## config.mk

```make
export PLATFORM = sky130hd
export DESIGN_NAME = vga_timing_gen
export DESIGN_NICKNAME = d
export VERILOG_FILES = /design/src/rtl/vga_timing_gen.sv
export SDC_FILE = /design/constraint.sdc
export NUM_CORES = 1
export LEC_CHECK = 0
export ABC_AREA = 1
export CORE_UTILIZATION = 51
export CTS_BUF_LIST = sky130_fd_sc_hd__clkbuf_16
export CTS_CLUSTER_SIZE = 14
export DETAILED_ROUTE_END_ITERATION = 8
export PLACE_DENSITY = 0.74
export SLEW_MARGIN = 10
export SYNTH_ARGS = -nofsm -noshare
export SYNTH_HDL_FRONTEND = slang
export SYNTH_SLANG_ARGS = --single-unit
```

## constraint.sdc

```tcl
create_clock -name VCLK -period 2.15 [get_ports VCLK]
set_input_delay 0.43 -clock VCLK [delete_from_list [all_inputs] [get_ports VCLK]]
set_output_delay 0.43 -clock VCLK [all_outputs]
set_load 0.01 [all_outputs]
```

## src/rtl/vga_timing_gen.sv

```systemverilog
// Raster timing generator: HSYNC/VSYNC/DE, active-area pixel coordinates and
// frame/line markers, with start/stop control that only stops on frame boundaries.
module vga_timing_gen #(
    parameter int   ADDR_WIDTH = 11,
    parameter int   HACTIVE    = 640,
    parameter int   HFP        = 16,
    parameter int   HSW        = 96,
    parameter int   HBP        = 48,
    parameter int   VACTIVE    = 480,
    parameter int   VFP        = 10,
    parameter int   VSW        = 2,
    parameter int   VBP        = 33,
    parameter logic SYNC_POL   = 1'b0
) (
    input  logic                  VCLK,
    input  logic                  RST,
    input  logic                  iEN,
    output logic                  oHSYNC,
    output logic                  oVSYNC,
    output logic                  oDE,
    output logic [ADDR_WIDTH-1:0] oH_ADDR,
    output logic [ADDR_WIDTH-1:0] oV_ADDR,
    output logic                  oFRAME_START,
    output logic                  oLINE_START,
    output logic                  oBUSY
);

    localparam int HTOTAL = HACTIVE + HFP + HSW + HBP;
    localparam int VTOTAL = VACTIVE + VFP + VSW + VBP;

    localparam logic [ADDR_WIDTH-1:0] H_LAST = ADDR_WIDTH'(HTOTAL - 1);
    localparam logic [ADDR_WIDTH-1:0] V_LAST = ADDR_WIDTH'(VTOTAL - 1);
    localparam logic [ADDR_WIDTH-1:0] H_ACT  = ADDR_WIDTH'(HACTIVE);
    localparam logic [ADDR_WIDTH-1:0] V_ACT  = ADDR_WIDTH'(VACTIVE);
    localparam logic [ADDR_WIDTH-1:0] HS_BEG = ADDR_WIDTH'(HACTIVE + HFP);
    localparam logic [ADDR_WIDTH-1:0] HS_END = ADDR_WIDTH'(HACTIVE + HFP + HSW);
    localparam logic [ADDR_WIDTH-1:0] VS_BEG = ADDR_WIDTH'(VACTIVE + VFP);
    localparam logic [ADDR_WIDTH-1:0] VS_END = ADDR_WIDTH'(VACTIVE + VFP + VSW);

    typedef enum logic [1:0] {
        IDLE,
        RUN,
        STOPPING
    } state_t;

    state_t                  state, state_nx;
    logic [ADDR_WIDTH-1:0]   hcnt, vcnt, hcnt_nx, vcnt_nx;
    logic                    frame_end;

    logic                    busy_nx, de_nx, hs_nx, vs_nx, fs_nx, ls_nx;
    logic [ADDR_WIDTH-1:0]   haddr_nx, vaddr_nx;

    always_comb begin
        frame_end = (hcnt == H_LAST) && (vcnt == V_LAST);
        state_nx  = state;
        hcnt_nx   = '0;
        vcnt_nx   = '0;
        case (state)
            IDLE: begin
                if (iEN) state_nx = RUN;
            end
            RUN, STOPPING: begin
                // Only the iEN level at the last pixel of a frame decides whether to stop.
                if (frame_end) state_nx = iEN ? RUN : IDLE;
                else           state_nx = iEN ? RUN : STOPPING;
                if (!frame_end) begin
                    if (hcnt == H_LAST) begin
                        hcnt_nx = '0;
                        vcnt_nx = vcnt + 1'b1;
                    end else begin
                        hcnt_nx = hcnt + 1'b1;
                        vcnt_nx = vcnt;
                    end
                end
            end
            default: state_nx = IDLE;
        endcase
    end

    // Outputs are decoded from the next counter values so the registered outputs
    // line up with the counters they describe.
    always_comb begin
        busy_nx  = (state_nx != IDLE);
        de_nx    = busy_nx && (hcnt_nx < H_ACT) && (vcnt_nx < V_ACT);
        hs_nx    = (busy_nx && (hcnt_nx >= HS_BEG) && (hcnt_nx < HS_END)) ? SYNC_POL : ~SYNC_POL;
        vs_nx    = (busy_nx && (vcnt_nx >= VS_BEG) && (vcnt_nx < VS_END)) ? SYNC_POL : ~SYNC_POL;
        haddr_nx = de_nx ? hcnt_nx : '0;
        vaddr_nx = (busy_nx && (vcnt_nx < V_ACT)) ? vcnt_nx : '0;
        fs_nx    = busy_nx && (hcnt_nx == '0) && (vcnt_nx == '0);
        ls_nx    = busy_nx && (hcnt_nx == '0) && (vcnt_nx < V_ACT);
    end

    always_ff @(posedge VCLK or posedge RST) begin
        if (RST) begin
            state        <= IDLE;
            hcnt         <= '0;
            vcnt         <= '0;
            oBUSY        <= 1'b0;
            oDE          <= 1'b0;
            oHSYNC       <= ~SYNC_POL;
            oVSYNC       <= ~SYNC_POL;
            oH_ADDR      <= '0;
            oV_ADDR      <= '0;
            oFRAME_START <= 1'b0;
            oLINE_START  <= 1'b0;
        end else begin
            state        <= state_nx;
            hcnt         <= hcnt_nx;
            vcnt         <= vcnt_nx;
            oBUSY        <= busy_nx;
            oDE          <= de_nx;
            oHSYNC       <= hs_nx;
            oVSYNC       <= vs_nx;
            oH_ADDR      <= haddr_nx;
            oV_ADDR      <= vaddr_nx;
            oFRAME_START <= fs_nx;
            oLINE_START  <= ls_nx;
        end
    end

endmodule

```

After elaboration in Yosys (flattened, before gate mapping)
Index checks and enable logic that the tools add are counted.
{ "totals": {"output_inout_bits": 28, "regBits": 52, "inputBits": 3, "wordCells": 54} }
{ "op_classes": {"add_sub_neg": 2, "magnitude_cmp": 6, "n_eq_ne": 4, "muxes": 15, "n_reduce_logical": 16} }
{ "op_table": {"columns": ["cell", "count"], "rows": [
  ["two-way mux 11 bit", 8],
  ["adder 11 x 1 -> 11 bit, second input constant", 2],
  ["== test 11 x 10 -> 1 bit, second input constant", 2],
  ["zero test 11 bit", 2],
  ["< comparator 11 x 10 -> 1 bit, second input constant", 2],
  ["< comparator 11 x 9 -> 1 bit, second input constant", 2],
  [">= comparator 11 x 10 -> 1 bit, second input constant", 1],
  [">= comparator 11 x 9 -> 1 bit, second input constant", 1],
  ["logical AND 1 bit", 11],
  ["two-way mux 2 bit", 3],
  ["one-hot mux 2 bit (2 select lines)", 1],
  ["two-way mux 1 bit", 3],
  ["== test 2 x 1 -> 1 bit, second input constant", 1],
  ["== test 2 bit, second input constant", 1],
  ["zero test 2 bit", 1],
  ["nonzero test 2 bit", 1],
  ["OR reduction 2 bit", 1]
]} }

Longest topological paths before layout
{ "logic_depth": {"depth_word": 8, "depth_mapped": 14, "depth_no_buf": 13} }

Worst setup path before layout
No wires, ideal clock.
{ "synth_timing": {"path_kind": "reg-to-reg", "start": "register hcnt[0]", "end": "register oH_ADDR[9]", "stages_incl_launch_ff": 14, "slack_ns": 0.257, "synth_period_minus_slack_ns": 1.893, "setup_time_ns": 0.122, "arrival_time_ns": 1.771, "t_required_ns": 2.028, "n_path_buf": 1, "cell_sequence": "dfrtp_1 ha_1 nand2_1 nor2_4 nand3_2 nor2_4 nand2_1 nand2_1 nand3_2 nor2_2 nor2_4 nand2_2 buf_6 nor2_2"} }
{ "synth_between": {"elab_chain_cells": 8, "word_cells_on_any_way": 17, "cone_classes": "1 x add/sub; 2 x order compare; 1 x eq/ne; 9 x mux; 4 x reduce/logical"} }
{ "synth_rtl": {"columns": ["element", "line", "text"], "rows": [
  ["from (decl)", "47", "logic [ADDR_WIDTH-1:0] hcnt, vcnt, hcnt_nx, vcnt_nx;"],
  ["from (signal assigned)", "108", "hcnt <= hcnt_nx;"],
  ["adder 11 x 1 -> 11 bit / == test 11 x 10 -> 1 bit (equally long branches)", "71, 54, 67", null],
  ["two-way mux 11 bit / logical AND 1 bit (equally long branches)", "67, 54", null],
  ["two-way mux 11 bit / two-way mux 2 bit (equally long branches)", "66, 64", null],
  ["two-way mux 11 bit / one-hot mux 2 bit (2 select lines) (equally long branches)", "58", "case (state)"],
  ["< comparator 11 x 10 -> 1 bit / nonzero test 2 bit (equally long branches)", "84, 83", null],
  ["logical AND 1 bit (2 in a row)", "84", "de_nx = busy_nx && (hcnt_nx < H_ACT) && (vcnt_nx < V_ACT);"],
  ["two-way mux 11 bit *", "87", "haddr_nx = de_nx ? hcnt_nx : '0;"],
  ["named net haddr_nx[9]", "51", "logic [ADDR_WIDTH-1:0] haddr_nx, vaddr_nx;"],
  ["to (signal assigned)", "114", "oH_ADDR <= haddr_nx;"],
  ["to (decl)", "21", "output logic [ADDR_WIDTH-1:0] oH_ADDR,"]
]} }
Mark *: on every way through the listed nets, which the timed path passes. The rest lies on a longest branch.

Worst setup path after layout
{ "layout_timing": {"start": "register state[1]", "end": "register oH_ADDR[0]"} }
{ "layout_between": {"elab_chain_cells": 7, "word_cells_on_any_way": 14, "cone_classes": "2 x order compare; 2 x eq/ne; 5 x mux; 5 x reduce/logical"} }
{ "layout_rtl": {"columns": ["element", "line", "text"], "rows": [
  ["from (decl)", "46", "state_t state, state_nx;"],
  ["from (signal assigned)", "107", "state <= state_nx;"],
  ["== test 2 x 1 -> 1 bit / == test 2 bit (equally long branches)", "58", null],
  ["OR reduction 2 bit", "58", null],
  ["one-hot mux 2 bit (2 select lines) *", "58", null],
  ["nonzero test 2 bit *", "83", "busy_nx = (state_nx != IDLE);"],
  ["named net busy_nx", "50", "logic busy_nx, de_nx, hs_nx, vs_nx, fs_nx, ls_nx;"],
  ["logical AND 1 bit * (2 in a row)", "84", null],
  ["two-way mux 11 bit *", "87", null],
  ["named net haddr_nx[0]", "51", null]
]} }
Marked as above.

==> impl_metrics.ini <==
[cts]
h-tree-depth = 2
cts_buffer_depth = 2
cts.sinks = 52
clock-root-buffer = clkbuf_16
cts_tree = done
worst_skew_pair.late_latency_ps = 290
cts-buffers-inserted = 5
post_cts_buffers = 0
path_clk_slew_ps = 60

[layout]
final_nets = 381
mostFrequentLayoutCell = nand2_1
layout-drive-gt1-share_pct = 15.78
fin_area_um2 = 3281
final_cell_count_no_fill = 441
area_growth_pct = 24.32
n_fill_cell = 405
layout_common_cells = 83 x nand2_1, 62 x inv_1, 50 x dfrtp_1, 36 x nor2_1, 30 x clkdlybuf4s50_1
diodes = 0
final_util_pct = 67.66

[setup_path]
slowest_stage = dfrtp_1
crit_required_ps = 2370
arrival_ps = 2210
reg2reg_depth = 12
path_max_fanout = 11
setup.worst_path.end_class = register
critPathLaunchType = register
slowest_delay_ps = 390
worst_path_most_repeated_cell = inv_1
path_class = register to register
crit_chain = inv_1, ha_1, inv_1, nor2_4, clkinv_2, nand3_1, nand2_2, nand2_2, inv_1, nor2_2, nand2_4, nor2_1

[place]
globalplace.congestion = 0.8787
place_hpwl_um = 4076
place_area_um2 = 3104
dp.cells = 433
io_buffers = 30

[synthesis]
synth.top_cell.area_share_pct = 47.42
yosysTopAreaCell = dfrtp_1
ys_top_cells_by_area = dfrtp_1 47%, nand2_1 12%, inv_1 8.8%
syn-cell-area_um2 = 2639
yosys_warnings = 0
syn_avg_cell_area_um2 = 8.094
ys_seq_area_share_pct = 49.41
synth_cell_types = 25
ys_ff_latch = 52
synth_cells = 326

[global_route]
grt_max_degree = 53
grt_pass1_vias = 2037
grt_usage_pct = 22.48
grt_pass1_wl_um = 9121
antenna_found_initial = 0
grt_overflow = 0

[routing]
via_count = 2086
viasPerCell = 4.730
detail_route.wl_per_cell_um = 12.41
first_pass_iters = 4
drc = 0
ant_nets = 0
postRouteWirelength_um = 5474
first_iter_violations = 126

[die]
start_util_pct = 54.43
core_um2 = 4848
pin_count = 31
die_h_um = 73.93
die_w_um = 73.93
die-area_um2 = 5466
placementRows = 25

[timing]
hold_ws_ps = 497.8
max_freq_ghz = 0.5023
setup_tns_ps = 0
rsz0062_at_grt = false
finalCriticalPeriod_ps = 1991
skew_ps = 3.930
drv_slew = 0
hold_viol_final = 0
setup_viol = 0
post-route-period-util_pct = 92.60

[run]
maxCapViolCount = 0

[run_status]
status = finished clean

[worst_hold_path]
min_path_type = input pin to async pin

[power_and_ir_drop]
peakVddDrop_v = 0.0007743
leakagePower_nw = 1.782
powerDensity_nw_per_um2 = 932.1
[kinds of logic after synthesis]
logic type / synth area share (%)
flip-flops: 49.41
XOR/XNOR: 1.659
buffers and inverters: 9.957
adder cells (fa/ha/maj): 2.371
other: 0.1421
AND/OR/NAND/NOR: 34.76
AO/OA/AOI/OAI: 1.707
[power breakdown]
part	leakage [nW]	internal, mW	total (mW)	switching, mW
logic	0.999	0.375	1.05	0.676
clock network	0.0850	0.543	0.876	0.333
registers	0.698	1.08	1.13	0.0511
total	1.78	2.00	3.06	1.06
[per-stage QoR]
step	worst slack, ps	power, mW
3_3_place_gp	93.96	2.162
5_1_grt	2.996	3.225
3_5_place_dp	-44.98	2.182
2_1_floorplan	257.1	1.814
4_1_cts	12.00	3.067
6_report	159.2	3.058
[final cells by class]
type | count | area, um^2 | area share (%)
Multi-Input combinational cell | 209 | 1092 | 33.30
Timing Repair Buffer | 41 | 395.4 | 12.05
Clock inverter | 3 | 38.79 | 1.182
Tap cell | 67 | 83.83 | 2.555
Inverter | 64 | 241.5 | 7.361
Sequential cell | 52 | 1304 | 39.74
Clock buffer | 5 | 125.1 | 3.814
[synthesized netlist by cell type (all sizes together)]
master,instances
a221oi,1
a31oi,1
buf,3
clkinv,1
conb,1
dfrtp,50
dfstp,2
ha,5
inv,63
nand2,91
nand3,28
nand3b,1
nand4,9
nor2,56
nor3,3
o21ai,6
xor2,5
[routing by layer]
metal	track usage, %	vias up	part of all wire [%]
li1	-	1069	-
met1	32.38	964	48
met2	33.43	44	47
met3	4.878	9	3.5
met4	8.547	0	1.4
met5	0	-	0
[final timing paths]
path	start	end	slack, ps
min	RST	hcnt[1]	500
min in group VCLK	hcnt[0]	hcnt[0]	610
max in group asynchronous	RST	oVSYNC	1370
min reg2reg	hcnt[0]	hcnt[0]	610
max	state[1]	oH_ADDR[0]	160
max reg2reg	state[1]	oH_ADDR[0]	160
[sequential cells by signal (all words and copies together), names as in the netlist]
signal        cells
hcnt             11
oBUSY             1
oDE               1
oFRAME_START      1
oHSYNC            1
oH_ADDR          11
oLINE_START       1
oVSYNC            1
oV_ADDR          11
state             2
vcnt             11
[repair_timing]
item	CTS	global route
resized for setup	0	3
setup endpoints to repair	0	14
hold endpoints to repair	0	0
hold buffers	0	0
[critical path, delay by kind of cell, from the launching register on]
family	cells	cell delay, ps
fa+ha+maj	1	320
simple gates	7	870
flops	1	390
buf+inv	4	330
(Power assumes the default switching activity.)
